--- src/rtl/if_id_if.sv ---
// Handshake bundle between fetch, the IF/ID boundary buffer and decode.
// master: fetch and decode side; slave: the pipeline buffer.
interface if_id_if #(parameter int DATA_W = 16);
  logic              if_valid;
  logic [DATA_W-1:0] if_instr;
  logic [DATA_W-1:0] if_pc;
  logic              if_ready;
  logic              id_stall;
  logic              flush;
  logic              id_valid;
  logic [DATA_W-1:0] id_instr;
  logic [DATA_W-1:0] id_pc;

  modport master (
    output if_valid, if_instr, if_pc, id_stall, flush,
    input  if_ready, id_valid, id_instr, id_pc
  );

  modport slave (
    input  if_valid, if_instr, if_pc, id_stall, flush,
    output if_ready, id_valid, id_instr, id_pc
  );
endinterface

--- src/rtl/if_id_pipe.sv ---
// IF/ID boundary: two-entry elastic buffer (output + skid register) with flush-to-bubble.
// Optional IF_ID_PERF_CNT_EN adds saturating stall/flush counters.
//
// state | meaning
// EMPTY | nothing buffered, id_valid low, NOP on id_instr
// ONE   | output register holds the instruction seen by decode
// FULL  | output and skid registers both valid, fetch held off
module if_id_pipe #(
  parameter int                DATA_W    = 16,
  parameter logic [DATA_W-1:0] NOP_INSTR = '0
) (
  input  logic      clk,
  input  logic      rst,
  if_id_if.slave    bus
`ifdef IF_ID_PERF_CNT_EN
  ,
  output logic [15:0] stall_cnt,
  output logic [15:0] flush_cnt
`endif
);

  typedef enum logic [1:0] {EMPTY, ONE, FULL} state_t;

  state_t            state;
  logic              out_valid;
  logic [DATA_W-1:0] out_instr;
  logic [DATA_W-1:0] out_pc;
  logic [DATA_W-1:0] skid_instr;
  logic [DATA_W-1:0] skid_pc;
  logic              ready;
  logic              accept;
  logic              consume;

  assign accept  = bus.if_valid & ready;
  assign consume = out_valid & ~bus.id_stall;

  assign bus.if_ready = ready;
  assign bus.id_valid = out_valid;
  assign bus.id_instr = out_instr;
  assign bus.id_pc    = out_pc;

  always_ff @(posedge clk or posedge rst) begin
    if (rst) begin
      state      <= EMPTY;
      out_valid  <= 1'b0;
      out_instr  <= NOP_INSTR;
      out_pc     <= '0;
      skid_instr <= NOP_INSTR;
      skid_pc    <= '0;
      ready      <= 1'b1;
    end else if (bus.flush) begin
      // id_pc deliberately keeps its last value across the bubble
      state     <= EMPTY;
      out_valid <= 1'b0;
      out_instr <= NOP_INSTR;
      ready     <= 1'b1;
    end else begin
      case (state)
        EMPTY: begin
          if (accept) begin
            out_valid <= 1'b1;
            out_instr <= bus.if_instr;
            out_pc    <= bus.if_pc;
            state     <= ONE;
          end
        end
        ONE: begin
          if (accept && consume) begin
            out_instr <= bus.if_instr;
            out_pc    <= bus.if_pc;
          end else if (accept) begin
            skid_instr <= bus.if_instr;
            skid_pc    <= bus.if_pc;
            ready      <= 1'b0;
            state      <= FULL;
          end else if (consume) begin
            out_valid <= 1'b0;
            out_instr <= NOP_INSTR;
            state     <= EMPTY;
          end
        end
        FULL: begin
          if (consume) begin
            out_instr <= skid_instr;
            out_pc    <= skid_pc;
            ready     <= 1'b1;
            state     <= ONE;
          end
        end
        default: begin
          state     <= EMPTY;
          out_valid <= 1'b0;
          out_instr <= NOP_INSTR;
          ready     <= 1'b1;
        end
      endcase
    end
  end

`ifdef IF_ID_PERF_CNT_EN
  always_ff @(posedge clk or posedge rst) begin
    if (rst) begin
      stall_cnt <= '0;
      flush_cnt <= '0;
    end else begin
      if (out_valid && bus.id_stall && stall_cnt != 16'hFFFF)
        stall_cnt <= stall_cnt + 16'd1;
      if (bus.flush && flush_cnt != 16'hFFFF)
        flush_cnt <= flush_cnt + 16'd1;
    end
  end
`endif

endmodule

--- src/flat_wrapper.sv ---
// flat-port wrapper written by rule: the top's interface ports become plain ports
module if_id_pipe_flat 
#(
  parameter int                DATA_W    = 16,
  parameter logic [DATA_W-1:0] NOP_INSTR = '0
)
  (clk, rst, bus_if_valid, bus_if_instr, bus_if_pc, bus_id_stall, bus_flush, bus_if_ready, bus_id_valid, bus_id_instr, bus_id_pc);
  if_id_if #(.DATA_W(DATA_W)) bus_i ();
  input  logic clk;
  input  logic rst;
  input wire logic [$bits(bus_i.if_valid)-1:0] bus_if_valid;
  input wire logic [$bits(bus_i.if_instr)-1:0] bus_if_instr;
  input wire logic [$bits(bus_i.if_pc)-1:0] bus_if_pc;
  input wire logic [$bits(bus_i.id_stall)-1:0] bus_id_stall;
  input wire logic [$bits(bus_i.flush)-1:0] bus_flush;
  output wire logic [$bits(bus_i.if_ready)-1:0] bus_if_ready;
  output wire logic [$bits(bus_i.id_valid)-1:0] bus_id_valid;
  output wire logic [$bits(bus_i.id_instr)-1:0] bus_id_instr;
  output wire logic [$bits(bus_i.id_pc)-1:0] bus_id_pc;
  assign bus_i.if_valid = bus_if_valid;
  assign bus_i.if_instr = bus_if_instr;
  assign bus_i.if_pc = bus_if_pc;
  assign bus_i.id_stall = bus_id_stall;
  assign bus_i.flush = bus_flush;
  assign bus_if_ready = bus_i.if_ready;
  assign bus_id_valid = bus_i.id_valid;
  assign bus_id_instr = bus_i.id_instr;
  assign bus_id_pc = bus_i.id_pc;
  if_id_pipe #(.DATA_W(DATA_W), .NOP_INSTR(NOP_INSTR)) u_core (.clk(clk), .rst(rst), .bus(bus_i));
endmodule
--- config.mk ---
export PLATFORM = sky130hd
export DESIGN_NAME = if_id_pipe_flat
export DESIGN_NICKNAME = d
export VERILOG_FILES = /design/src/rtl/if_id_if.sv /design/src/rtl/if_id_pipe.sv /design/src/flat_wrapper.sv
export SDC_FILE = /design/constraint.sdc
export NUM_CORES = 1
export LEC_CHECK = 0
export ABC_CLOCK_PERIOD_IN_PS = 2590
export CAP_MARGIN = 25
export CORE_MARGIN = 10
export CORE_UTILIZATION = 66
export CTS_BUF_LIST = sky130_fd_sc_hd__clkbuf_8
export CTS_CLUSTER_SIZE = 40
export DETAILED_ROUTE_END_ITERATION = 16
export DONT_BUFFER_PORTS = 1
export PLACE_DENSITY = 0.89
export SETUP_SLACK_MARGIN = 0.1
export SYNTH_ARGS = -nofsm -noshare
export SYNTH_HDL_FRONTEND = slang
export SYNTH_SLANG_ARGS = --single-unit
--- constraint.sdc ---
create_clock -name clk -period 2.59 [get_ports clk]
set_input_delay 0.259 -clock clk [delete_from_list [all_inputs] [get_ports clk]]
set_output_delay 0.259 -clock clk [all_outputs]
set_load 0.03 [all_outputs]
==> impl_metrics.csv, run 1 <==
group,metric,value,unit
outcome,status,"completed",
critical_path,cp.required,2.81,ns
critical_path,rrSetupSlack,0.66,ns
layout,drive_above_1_share,26.91,%
critical_path,crit_arrival,2.15,ns
drt,drcViolationCount,0,
layout,syn_to_final_growth,7.597,%
yosys,seq_area_frac_synth,50.94,%
placed_design,dp_hpwl,5187,um
layout,fillers,342,
die,die_h,91.17,um
global_route,grt_usage,18.42,%
drt,antenna_left,0,
global_route,grt_pass1_vias,2425,
layout,fin_util,74.68,%
yosys,ys_ff_latch,68,
clock_network,clock_latency,0.34,ns
die,die_area,8312,sq um
yosys,avgSynthCellArea,11.45,sq um
global_route,grt_max_degree,69,
yosys,synthDistinctLibCells,30,
sta,setup_viol_count_final,0,
yosys,netlist_area,3343,sq um
clock_network,root_buffer,"clkbuf_8",
sta,period_needed,1.925,ns
clock_network,clock_sinks,68,
clock_network,cts_resized,0,
drt,wl,7488,um
global_route,antenna_found_initial,0,
clock_network,cts_made_buffers,9,
die,die_w,91.17,um
die,io_pins,71,
clock_network,postCtsSetupRepairBufs,0,
min_path,hold_path_class,"primary input to flip-flop",
pwr,fin_total_pwr,3.552,mW
die,start_util,69.40,%
sta,rsz0062_at_grt,"no",
drt,first_pass_iters,4,
layout,fin_nets,334,
die,row_count,25,
placed_design,placed_area,3408,sq um
drt,viasPerCell,6.160,
clock_network,cts_max_path_buffers,2,
layout,multiInputGateArea,1493,sq um
run,cap_violations,0,
sta,tns,0,ns
global_route,grt_pass1_wl,12450,um
placed_design,port-buffer-count,0,
drt,detail_route.wl_per_cell,20.35,um
critical_path,worstSetupPathType,"flip-flop to flip-flop",
yosys,syn_inst,292,
sta,worst_pin_slew,0.8571,ns
critical_path,cpPeakStageDelay,0.50,ns
clock_network,cts_hold_buf,2,
drt,drt_iter0_drc,111,
layout,diodes,0,
clock_network,clk_pin_slew,0.07,ns
critical_path,end_kind,"flip-flop",
critical_path,crit_chain,"buf_4 > nor2b_1 > nand2_1 > a21oi_4 > mux2_2",
global_route,overflow,0,
pwr,max-vdd-ir-drop,0.5451,mV
sta,period_share,74.33,%
pwr,power_density,987.5,nW/um^2
critical_path,crit_fanout,16,
yosys,syn_nets,329,
sta,fmax,0.5194,GHz
layout,final_area,3597,sq um
sta,slew_viol_final,0,
drt,via_count,2267,
layout,regArea,1703,sq um
critical_path,start_kind,"flip-flop",
critical_path,slowest_stage,"a21oi_4",
pwr,p_leak,1.593,nW
placed_design,finalWeightedCongestion,0.8112,
sta,hold_violations,0,
clock_network,cts_max_level,3,
die,core_area,4817,sq um
clock_network,tritoncts,"done",
sta,maxSlewHeadroom,42.86,%
yosys,yosys_warnings,0,
sta,fin_worst_skew,0.01151,ns
-- synthesized netlist by cell type, drive strengths merged --
| library cell | number | area share, % |
|---|---|---|
| and3 | 1 | 0.19 |
| a31oi | 1 | 0.19 |
| a32o | 10 | 3.0 |
| nor3 | 1 | 0.15 |
| o22ai | 7 | 1.3 |
| mux2i | 6 | 1.8 |
| o221ai | 1 | 0.45 |
| dfstp | 1 | 0.79 |
| a22oi | 17 | 3.8 |
| nand2 | 57 | 6.4 |
| nor2 | 19 | 2.1 |
| o32ai | 1 | 0.82 |
| mux2 | 58 | 20 |
| nand3b | 1 | 0.22 |
| nor2b | 3 | 0.56 |
| buf | 14 | 3.2 |
| a21oi | 3 | 0.79 |
| and3b | 2 | 0.52 |
| nand2b | 4 | 0.75 |
| nand4bb | 2 | 0.67 |
| dfrtp | 67 | 50 |
| clkbuf | 8 | 0.90 |
| o21ai | 4 | 0.71 |
| nor4 | 1 | 0.64 |
| inv | 3 | 0.34 |
-- area by class of cell --
cell class                 instances  share of cell area [%]
timing repair buffer              16                   3.826
sequential                        68                   47.34
clock buffer                      11                   4.209
clock inverter                     4                  0.4870
inverter                           3                  0.3130
multi-input combinational        199                   41.50
tap                               67                   2.330
-- flip-flops by register name, summed over array words and instances (netlist names) --
signal,flops
u_core.bus.id_instr,16
u_core.bus.id_valid,1
u_core.state,2
u_core.skid_pc,16
u_core.bus.if_ready,1
u_core.skid_instr,16
u_core.bus.id_pc,16
-- metrics by stage --
stage,setup slack (ns),cells,hold slack [ns]
after floorplan,0.5961,292,0.3937
after global placement,0.7274,351,0.2520
after detailed placement,0.6623,351,0.2484
after CTS,0.6484,368,0.02331
after global routing,0.5554,368,0.01740
final,0.6648,368,0.02587
-- critical path: cells and delay by family, from the launching register on --
| kind | cells | cell delay [ns] |
|---|---|---|
| AO/OA/AOI/OAI | 1 | 0.50 |
| multiplexers | 1 | 0.41 |
| flip-flops | 1 | 0.38 |
| AND/OR/NAND/NOR | 2 | 0.30 |
| buffers and inverters | 1 | 0.22 |
-- metal layers --
layer / vias up / share of wire (%) / GRT usage, %
li1: 1045 / - / -
met1: 1150 / 39 / 20.88
met2: 61 / 50 / 30.37
met3: 11 / 9.8 / 9.136
met4: 0 / 1.1 / 4.700
met5: - / 0 / 0
-- worst paths after layout --
check | startpoint | endpoint | depth (start not counted)
setup / recovery | u_core.state[1] | u_core.bus.id_pc[13] | 5
hold / removal | bus_flush | u_core.bus.if_ready | 1
setup reg to reg | u_core.state[1] | u_core.bus.id_pc[13] | 5
hold reg to reg | u_core.skid_instr[1] | u_core.skid_instr[1] | 1
max in group asynchronous | rst | u_core.bus.if_ready | 3
min in group asynchronous | rst | u_core.bus.id_pc[1] | 3
-- power by group --
group	internal, mW	leakage, nW	switching (mW)
clock	0.384	0.0976	0.372
combinational	0.436	0.652	0.378
sequential	1.46	0.843	0.523
total	2.28	1.59	1.27
-- kinds of logic after synthesis --
group / share of synthesized area [%]
buffers and inverters: 4.416
multiplexers: 21.33
AO/OA/AOI/OAI: 11.08
AND/OR/NAND/NOR: 12.24
flip-flops: 50.94
-- cells in the final DEF (no fill, tap or decap), types with 3 or more instances in the layout --
cell | synthesis | layout
a22oi_1 | 17 | 17
a32o_1 | 10 | 10
buf_4 | 2 | 13
clkbuf_8 | 0 | 11
dfrtp_1 | 67 | 67
inv_1 | 3 | 4
mux2_1 | 11 | 11
mux2_2 | 47 | 47
mux2i_1 | 6 | 6
nand2_1 | 57 | 57
nand2b_1 | 4 | 4
nor2_1 | 19 | 19
nor2b_1 | 3 | 3
o21ai_0 | 3 | 3
o22ai_1 | 7 | 7
Power figures use the tool's default switching activity.
==> inputs of run 2 (changes only) <==
--- a/config.mk
+++ b/config.mk
@@ -5,7 +5,7 @@
 export SDC_FILE = /design/constraint.sdc
 export NUM_CORES = 1
 export LEC_CHECK = 0
-export ABC_CLOCK_PERIOD_IN_PS = 2590
+export ABC_CLOCK_PERIOD_IN_PS = 1900
 export CAP_MARGIN = 25
 export CORE_MARGIN = 10
 export CORE_UTILIZATION = 66
==> constraint.sdc (replaced) <==
create_clock -name clk -period 1.9 [get_ports clk]
set_input_delay 0.19 -clock clk [delete_from_list [all_inputs] [get_ports clk]]
set_output_delay 0.19 -clock clk [all_outputs]
set_load 0.03 [all_outputs]
==> impl_metrics.csv, run 2 (synthesis results as in run 1) <==
group,metric,value,unit
outcome,status,"completed",
layout,syn_to_final_growth,22.42,%
critical_path,crit_arrival,2.03,ns
critical_path,cp.required,2.12,ns
drt,via_count,2538,
layout,drive_above_1_share,30.90,%
global_route,antenna_found_initial,0,
sta,hold_violations,0,
sta,period_share,95.04,%
run,cap_violations,0,
global_route,grt_usage,20.72,%
placed_design,port-buffer-count,0,
sta,fmax,0.5538,GHz
global_route,grt_pass1_wl,13920,um
sta,period_needed,1.806,ns
pwr,p_leak,1.817,nW
pwr,max-vdd-ir-drop,0.8879,mV
placed_design,finalWeightedCongestion,0.8141,
drt,viasPerCell,6.190,
clock_network,cts_max_path_buffers,2,
sta,fin_worst_skew,0.007080,ns
drt,drcViolationCount,0,
layout,fillers,247,
drt,detail_route.wl_per_cell,22.18,um
clock_network,clock_sinks,68,
critical_path,reg2reg_to,"u_core.skid_pc[3]",
global_route,overflow,0,
layout,regArea,1704,sq um
layout,fin_nets,376,
clock_network,cts_made_buffers,9,
clock_network,clock_latency,0.34,ns
min_path,hold_path_class,"primary input to flip-flop",
global_route,grt_max_degree,29,
sta,worst_pin_slew,0.7927,ns
die,core_area,4817,sq um
drt,antenna_left,0,
layout,diodes,0,
critical_path,end_kind,"flip-flop",
drt,drt_iter0_drc,273,
sta,maxSlewHeadroom,46.98,%
sta,slew_viol_final,0,
sta,setup_viol_count_final,0,
min_path,hold_end,"u_core.skid_instr[0]",
layout,multiInputGateArea,1538,sq um
critical_path,r2r-start,"u_core.bus.if_ready",
clock_network,cts_max_level,3,
critical_path,worstSetupPathType,"flip-flop to flip-flop",
critical_path,cpPeakStageDelay,0.57,ns
layout,final_common_cell,"dfrtp_1",
die,io_pins,71,
min_path,min_path_cells,1,
critical_path,rrSetupSlack,0.09,ns
die,die_w,91.17,um
placed_design,dp_hpwl,5448,um
die,row_count,25,
layout,final_cell_mix,"dfrtp_1 (66), nand2_1 (57), mux2_2 (47)",
min_path,min_from,"bus_if_instr[0]",
critical_path,start_kind,"flip-flop",
clock_network,clk_pin_slew,0.07,ns
layout,fin_util,84.96,%
die,die_h,91.17,um
sta,rsz0062_at_grt,"no",
drt,wl,9092,um
clock_network,tritoncts,"done",
critical_path,crit_fanout,13,
pwr,power_density,1270,nW/um^2
critical_path,crit_chain,"nand3b_1 > nor4_4 > buf_4 > clkbuf_16 > mux2_2",
die,start_util,69.40,%
clock_network,root_buffer,"clkbuf_8",
pwr,fin_total_pwr,5.199,mW
global_route,grt_pass1_vias,2655,
critical_path,slowest_stage,"dfstp_2",
die,die_area,8312,sq um
drt,first_pass_iters,4,
critical_path,rr_worst_depth,5,
==> run 2: changes by cell type in the layout (fill, tap and decap cells not counted), sizes merged <==
| cell | before | now |
|---|---|---|
| dlygate4sd3 | 2 | 33 |
| clkinv | 2 | 1 |
| buf | 14 | 24 |
| clkinvlp | 0 | 1 |
| inv | 5 | 3 |
| clkbuf | 11 | 14 |
==> run 2: per-layer routing <==
metal	vias up	share of wire (%)	global-route usage, %
met2	91	51	34.01
met1	1309	39	23.11
met5	-	0	0
li1	1124	-	-
met3	14	8.4	7.572
met4	0	1.8	10.84
==> run 2: worst max-delay path by stage <==
stage	slack (ns)	from	endpoint
after floorplan	-0.03	u_core.bus.if_ready	u_core.skid_instr[0]
after global placement	0.17	u_core.bus.if_ready	u_core.skid_pc[11]
after detailed placement	0.13	u_core.bus.id_valid	u_core.bus.id_pc[14]
after CTS	0.12	u_core.bus.id_valid	u_core.bus.id_pc[14]
after global routing	0.07	u_core.bus.if_ready	u_core.skid_instr[8]
final	0.09	u_core.bus.if_ready	u_core.skid_pc[3]
==> run 2: where the power goes <==
group | switching, mW | internal (mW)
Sequential | 0.750 | 1.99
Combinational | 0.578 | 0.764
Clock | 0.515 | 0.603
==> run 2: layout make-up <==
type / count / area share, %
well taps: 67 / 2.048
inverters: 3 / 0.3669
clock inverters: 2 / 0.2140
repair buffers: 58 / 13.79
multi-input cells: 199 / 37.57
clock buffers: 13 / 4.372
flip-flops and latches: 68 / 41.64
==> run 2: critical path, delay by kind of cell (launching register included) <==
kind | cells | cell delay, ns
flip-flops | 1 | 0.57
AND/OR/NAND/NOR | 2 | 0.43
buffers and inverters | 2 | 0.34
multiplexers | 1 | 0.34
==> run 2: repair_timing <==
action                     CTS  global route
resized for setup            0             3
hold buffers                33             0
setup endpoints to repair    0            37
setup buffers                0             4
hold endpoints to repair    76             0
==> run 2: per-stage QoR <==
| step | hold WS (ns) | setup TNS, ns | cell area, sq um | instances | worst slack [ns] |
|---|---|---|---|---|---|
| after floorplan | 0.3247 | -0.9810 | 3398 | 292 | -0.03328 |
| after global placement | 0.1534 | 0 | 3508 | 357 | 0.1714 |
| after detailed placement | 0.1570 | 0 | 3508 | 357 | 0.1334 |
| after CTS | 0.004468 | 0 | 4026 | 405 | 0.1177 |
| after global routing | -0.004044 | 0 | 4093 | 410 | 0.06914 |
| final | 0.01399 | 0 | 4093 | 410 | 0.09427 |
==> inputs of run 3 (changes only) <==
--- a/config.mk
+++ b/config.mk
@@ -15,6 +15,7 @@
 export DONT_BUFFER_PORTS = 1
 export PLACE_DENSITY = 0.89
 export SETUP_SLACK_MARGIN = 0.1
+export SKIP_LAST_GASP = 1
 export SYNTH_ARGS = -nofsm -noshare
 export SYNTH_HDL_FRONTEND = slang
 export SYNTH_SLANG_ARGS = --single-unit
==> results of run 3 <==
The final DEF is identical to that of run 2; final timing and power are the same.
